--- config.mk ---
export PLATFORM = sky130hd
export DESIGN_NAME = tdm_demux_10
export DESIGN_NICKNAME = d
export VERILOG_FILES = /design/src/rtl/tdm_pkg.sv /design/src/rtl/tdm_slot_counter.sv /design/src/rtl/tdm_demux_10.sv
export SDC_FILE = /design/constraint.sdc
export NUM_CORES = 1
export LEC_CHECK = 0
export BUFFER_PORTS_ARGS = -buffer_cell sky130_fd_sc_hd__buf_2
export CAP_MARGIN = 20
export CORE_UTILIZATION = 48
export CTS_BUF_LIST = sky130_fd_sc_hd__clkbuf_16
export DETAILED_ROUTE_END_ITERATION = 6
export HOLD_SLACK_MARGIN = 0.12
export PLACE_DENSITY = 0.69
export SYNTH_ARGS = -nofsm -noshare
export SYNTH_HDL_FRONTEND = slang
export SYNTH_SLANG_ARGS = --single-unit
--- constraint.sdc ---
create_clock -name clk -period 1.8 [get_ports clk]
set_input_delay 0.36 -clock clk [delete_from_list [all_inputs] [get_ports clk]]
set_output_delay 0.36 -clock clk [all_outputs]
set_load 0.01 [all_outputs]
--- src/rtl/tdm_pkg.sv ---
// Shared types and default sizing for the 10-slot TDM receive demultiplexer.
package tdm_pkg;

  typedef enum logic [0:0] {
    StHunt,
    StRecv
  } tdm_state_e;

  localparam int unsigned NSlots = 10;
  localparam int unsigned SlotW  = $clog2(NSlots);

endpackage

--- src/rtl/tdm_slot_counter.sv ---
// Mod-N slot counter; clear has priority over load1, which has priority over inc.
module tdm_slot_counter #(
  parameter int unsigned N  = 10,
  parameter int unsigned SW = 4
) (
  input  logic          clk,
  input  logic          rst_n,
  input  logic          inc,
  input  logic          load1,
  input  logic          clear,
  output logic [SW-1:0] slot
);

  logic [SW-1:0] slot_d, slot_q;

  always_comb begin
    slot_d = slot_q;
    if (clear) begin
      slot_d = '0;
    end else if (load1) begin
      slot_d = SW'(1);
    end else if (inc) begin
      slot_d = (slot_q == SW'(N - 1)) ? '0 : slot_q + SW'(1);
    end
  end

  always_ff @(posedge clk or negedge rst_n) begin
    if (!rst_n) begin
      slot_q <= '0;
    end else begin
      slot_q <= slot_d;
    end
  end

  assign slot = slot_q;

endmodule

--- src/rtl/tdm_demux_10.sv ---
// Receive-side TDM demux: hunts for sof, reassembles N-slot frames into a parallel word.
module tdm_demux_10
  import tdm_pkg::*;
#(
  parameter int unsigned N  = NSlots,
  parameter int unsigned SW = SlotW
) (
  input  logic          clk,
  input  logic          rst_n,
  input  logic          din,
  input  logic          vld,
  input  logic          sof,
  output logic [SW-1:0] s,
  output logic [N-1:0]  o,
  output logic          frame_done,
  output logic          sync_err,
  output logic          locked
);

  tdm_state_e    state_d, state_q;
  logic [N-1:0]  shadow_d, shadow_q;
  logic [N-1:0]  o_d, o_q;
  logic          frame_done_d, frame_done_q;
  logic          sync_err_d, sync_err_q;
  logic          slot_inc, slot_load1, slot_clear;
  logic [SW-1:0] slot;

  tdm_slot_counter #(
    .N  (N),
    .SW (SW)
  ) u_slot_counter (
    .clk   (clk),
    .rst_n (rst_n),
    .inc   (slot_inc),
    .load1 (slot_load1),
    .clear (slot_clear),
    .slot  (slot)
  );

  always_comb begin
    state_d      = state_q;
    shadow_d     = shadow_q;
    o_d          = o_q;
    frame_done_d = 1'b0;
    sync_err_d   = 1'b0;
    slot_inc     = 1'b0;
    slot_load1   = 1'b0;
    slot_clear   = 1'b0;
    if (vld) begin
      unique case (state_q)
        StHunt: begin
          if (sof) begin
            shadow_d[0] = din;
            slot_load1  = 1'b1;
            state_d     = StRecv;
          end
        end
        StRecv: begin
          if (sof && (slot != '0)) begin
            // Misplaced sof restarts the frame at slot 0; partial frame is dropped.
            sync_err_d  = 1'b1;
            shadow_d[0] = din;
            slot_load1  = 1'b1;
          end else begin
            shadow_d[slot] = din;
            if (slot == SW'(N - 1)) begin
              o_d          = {din, shadow_q[N-2:0]};
              frame_done_d = 1'b1;
              slot_clear   = 1'b1;
            end else begin
              slot_inc = 1'b1;
            end
          end
        end
        default: state_d = StHunt;
      endcase
    end
  end

  always_ff @(posedge clk or negedge rst_n) begin
    if (!rst_n) begin
      state_q      <= StHunt;
      shadow_q     <= '0;
      o_q          <= '0;
      frame_done_q <= 1'b0;
      sync_err_q   <= 1'b0;
    end else begin
      state_q      <= state_d;
      shadow_q     <= shadow_d;
      o_q          <= o_d;
      frame_done_q <= frame_done_d;
      sync_err_q   <= sync_err_d;
    end
  end

  assign s          = slot;
  assign o          = o_q;
  assign frame_done = frame_done_q;
  assign sync_err   = sync_err_q;
  assign locked     = (state_q == StRecv);

endmodule

======== After elaboration in Yosys (flattened, before gate mapping) ========
Index checks and enable logic that the tools add are counted.
word-level totals
  word-level logic and storage cells ...... 46
  bits in registers ....................... 27
  output and inout bits ................... 17
  bits of input ports ..................... 5
operators by class
  reduce and logical (&&, ||, !) cells .... 7
  muxes and demuxes ....................... 25
  $lt $le $gt $ge ......................... 2
  bitwise operators ....................... 2
  add/subtract/negate cells ............... 1
  equality and inequality tests ........... 2
operators by type and width
  cell                                                                count
  two-way mux 1 bit                                                   17
  two-way mux 4 bit                                                   4
  bitwise mux 10 bit                                                  1
  < comparator 4 x 5 -> 1 bit (second input constant)                 1
  adder 4 x 1 -> 4 bit (second input constant)                        1
  demux 1 bit (select 4 bit)                                          1
  equality test 4 bit (second input constant)                         1
  greater-or-equal comparator 4 x 1 -> 1 bit (second input constant)  1
  one-hot mux 1 bit (2 select lines)                                  2
  AND reduction 4 bit                                                 1
  nonzero test 4 bit                                                  1
  AND reduction 3 bit                                                 1
  nonzero test 3 bit                                                  1
  logical AND 1 bit                                                   2
  != test 2 bit (second input constant)                               1
  NOT 1 bit                                                           2
  AND reduction 2 bit                                                 1

======== Longest topological paths before layout ========
  depth in word-level cells ............... 8
  gate-level depth with buffers ........... 6

======== By module ========
From an unflattened synthesis, not the netlist that was laid out.
second synthesis, totals
  cell total of the unflattened synthesis .. 94
  area, all modules ....................... 1214.9 µm²
by module, submodules not included
  module            area an instance (µm²)  cells an instance  instances
  tdm_demux_10      968.4                   69                 1
  tdm_slot_counter  246.5                   25                 1

======== Worst setup path before layout ========
Ideal clock, no wire load.
  path type ............................... reg2reg
  start point ............................. register state_q, in the netlist locked
  end point ............................... register o_q[0], in the netlist o[0]
  required time ........................... 1.675 ns
  buffers on the path ..................... 2
  cell stages (with the launch flop) ...... 7
  clock period less this slack ............ 1.944 ns
  setup slack ............................. -0.144 ns
  data arrival time ....................... 1.820 ns
  cell sequence ........................... dfrtp_1 > buf_6 > nand2_4 > or4b_4 > nor3b_2 > buf_6 > mux2_2
on the way
  cells in the longest elaborated chain, start to end .. 1
ends and longest elaborated chain
  item                           line                text
  from (decl)                    tdm_demux_10.sv:20  tdm_state_e state_d, state_q;
  from (signal assigned)         tdm_demux_10.sv:82  state_q <= StHunt;
  from (signal assigned)         tdm_demux_10.sv:88  state_q <= state_d;
  AND reduction 4 bit (no line)  n/a
  to (signal assigned)           tdm_demux_10.sv:84  o_q <= '0;
  to (signal assigned)           tdm_demux_10.sv:90  o_q <= o_d;
  to (decl)                      tdm_demux_10.sv:22  logic [N-1:0] o_d, o_q;
No other way between the ends.
A chain may end at the register's enable or synchronous reset.

======== Final worst setup path ========
  start point ............................. register state_q, in the netlist locked
  end point ............................... register o_q[1], in the netlist o[1]
The elaborated chain is that of the path after synthesis.

==> metrics.cfg <==
[status]
status=finished with violations
violations=setup timing

[route]
vias=885
via_per_inst=5.60
routedWlPerCell_um=14.7
drtIter0Drc=28
final_antenna_net_count=0
drcViolationCount=0
drt_wl_total_um=2330
dr.pass1.iters=4

[sta]
fmax_ghz=0.550
post-route-period-util=1.01
finalWorstSetupSlack_ns=-0.0177
tightest_slew_ns=0.560
setup-tns-final_ns=-0.115
setup_violations=8
drv_slew=0
maxSlewHeadroom=0.627
post-route-min-period_ns=1.82
finalClockSkew_ns=0.00571
rsz0062_at_grt=yes
finalHoldViolations=0

[run]
cap_violations=0

[yosys]
synth.area.top_cells=dfrtp_1 56%, mux2_2 18%, buf_6 1.9%
synth_compound_area_frac=0.0737
synth.avg_cell_area_um2=12.2
seq_area_frac_synth=0.556
synth_top_family_by_area=multiplexers
synthMuxAreaShare=0.183
yosysWarningCount=0
synthAdderAreaFrac=0
synth_xor_xnor_area_share=0
synth_edf_count=0
yosysTopAreaCellShare=0.556
yosysUniqueCellTypes=29
ys_ff_latch=26
syn_inst=96
yosysTopAreaCell=dfrtp_1
yosys.area_share.simple=0.143
synthFlopType=dfrtp_1
synth_nets=101
async_reset_ff_frac=1.00
synth_area_um2=1170

[worst_setup_path]
endpoint=o[1]
critPathMaxFanout=11
crit_chain=nand2_4 > or4b_4 > nor3b_4 > buf_12 > mux2_2
worstPathArrival_ns=1.96
r2r_end=o[1]
reg2reg_depth=5
worst_path_max_delay_cell=or4b_4
cp-end-kind=register
ff2ff_setup_slack_ns=-0.02
cpPeakStageDelay_ns=0.53
r2r_start=locked
critical_path_required_ns=1.94
crit_start=locked
startpoint_type=register
path_class=reg -> reg

[layout]
nFillCells=186
final_cell_count_no_fill=158
finalNetCount=136
final_util=0.677
area_growth_pct=30.3
drive_gt1_frac=0.492
antenna_cells=0

[grt]
grt_pass1_wl_um=3910
gr-usage-all-layers=0.200
gr-total-overflow=0
grt_max_degree=27
grt_pass1_vias=872
antenna_found_initial=0

[power]
clockPowerShare=0.368
switching_power_mw=0.414
pwr_density_cell_nw_per_um2=1130
internal_power_mw=1.31
seqPwrFrac=0.432
p_comb_frac=0.200
leakage_nw=0.760
peakVddDrop_uv=667
swShare=0.240

[cts]
clk_pin_slew_worst_paths_ns=0.07
cts_buffer_depth=2
clk-insertion-delay-late_ns=0.26
cts_sinks=26
clockRootBuffer=clkbuf_16
htreeDepth=1
cts_tree=yes
numCtsBuffers=3
post_cts_buffers=0

[place]
port_buffers=21
place_congestion=0.853
dpl.hpwl_um=1620
dp_cells=153

[hold_path]
worstHoldPathType=in -> reg

[floorplanning]
die-area_um2=2640
pin_count=22
coreArea_um2=2250
start_util=0.519
die_y_um=51.4
fp-row-count=17
fp.dieW_um=51.4

==> layer usage <==
| layer | global-route usage | up-vias | wire length (um) |
|---|---|---|---|
| li1 | - | 409 | - |
| met1 | 0.270 | 430 | 1020 |
| met2 | 0.333 | 42 | 1150 |
| met3 | 0.0268 | 4 | 143 |
| met4 | 0.0586 | 0 | 17 |
| met5 | 0 | - | 0 |
==> worst max-delay path: cells and delay by family, from the launching register on <==
| family | cells | cell delay, ns |
|---|---|---|
| buf+inv | 1 | 0.16 |
| flops | 1 | 0.39 |
| mux | 1 | 0.33 |
| simple gates | 3 | 0.81 |
==> state kept, by name, indices dropped and copies added (netlist names) <==
name / count
frame_done: 1
shadow_q: 9
o: 10
u_slot_counter.slot: 4
sync_err: 1
locked: 1
==> final cells by class <==
cell class / instances / area [um2] / area share
clock buffers: 3 / 75.1 / 0.0492
clock inverters: 1 / 30.0 / 0.0197
inverters: 2 / 7.51 / 0.00492
multi-input cells: 61 / 488 / 0.320
flip-flops and latches: 26 / 651 / 0.426
well taps: 28 / 35.0 / 0.0230
repair buffers: 37 / 240 / 0.157
==> cell families (layout without fill, tap and decap cells) <==
family	after synthesis	in the layout
muxes	19	19
AOI/OAI and AO/OA	14	14
DFF	26	26
and+or+nand+nor	28	28
buffers and inverters	9	43
==> power groups by stage <==
stage	logic, mW	registers, mW	clock network, mW
finish	0.345	0.746	0.635
global route	0.376	0.757	0.669
CTS	0.346	0.746	0.648
detailed placement	0.337	0.756	0
global placement	0.330	0.752	0
floorplan	0.178	0.764	0
==> cells in the final DEF (no fill, tap or decap) <==
cell	count
o41ai_1	1
nor2_1	6
nor3b_4	1
or4b_4	1
dlygate4sd3_1	1
nand2b_1	3
buf_4	14
bufinv_16	1
a21o_1	1
nand2_1	5
a21oi_1	3
nand2_4	1
nand3_1	2
or2_2	1
a31oi_1	1
buf_12	1
inv_1	2
clkbuf_16	3
nor4_1	1
o21a_1	1
o21ai_0	4
nor2b_1	1
mux2_4	2
nor4_2	1
nor4b_1	1
mux2_2	17
nor3_1	2
or3_1	1
o22ai_1	2
dfrtp_1	26
buf_2	21
or4b_1	1
o22a_1	1
==> what timing repair did <==
| item | CTS | global route |
|---|---|---|
| endpoints found under the hold margin | 26 | 0 |
| gates resized for setup | 1 | 2 |
| hold buffers | 1 | 0 |
| endpoints found under the setup margin | 11 | 11 |
| gates cloned | 0 | 0 |
==> Yosys cell counts, types with 2 or more instances <==
library cell	n
dfrtp_1	26
mux2_2	19
nor2_1	6
nand2_1	5
o21ai_0	4
a21oi_1	3
clkbuf_1	3
nand2b_1	3
buf_6	2
inv_1	2
nand3_1	2
nor3_1	2
nor4_1	2
o22ai_1	2
==> how the worst min path moves through the flow <==
stage	endpoint	from	slack (ns)	depth (start not counted)
after floorplan	frame_done	rst_n	0.06	0
final	shadow_q[0]	din	0.47	2
after global routing	u_slot_counter.slot[1]	sof	0.49	3
after global placement	sync_err	rst_n	0.38	1
after CTS	u_slot_counter.slot[1]	sof	0.47	3
after detailed placement	sync_err	rst_n	0.39	1
==> metrics by stage <==
stage | hold slack, ns | instance area [um2] | worst slack, ns | total power, mW
2_1_floorplan | 0.0644 | 1180 | -0.141 | 0.942
3_3_place_gp | 0.382 | 1400 | -0.0791 | 1.08
3_5_place_dp | 0.386 | 1400 | -0.104 | 1.09
4_1_cts | 0.474 | 1520 | -0.0235 | 1.74
5_1_grt | 0.493 | 1530 | -0.0690 | 1.80
6_report | 0.471 | 1530 | -0.0177 | 1.73
Power figures use the tool's default switching activity.
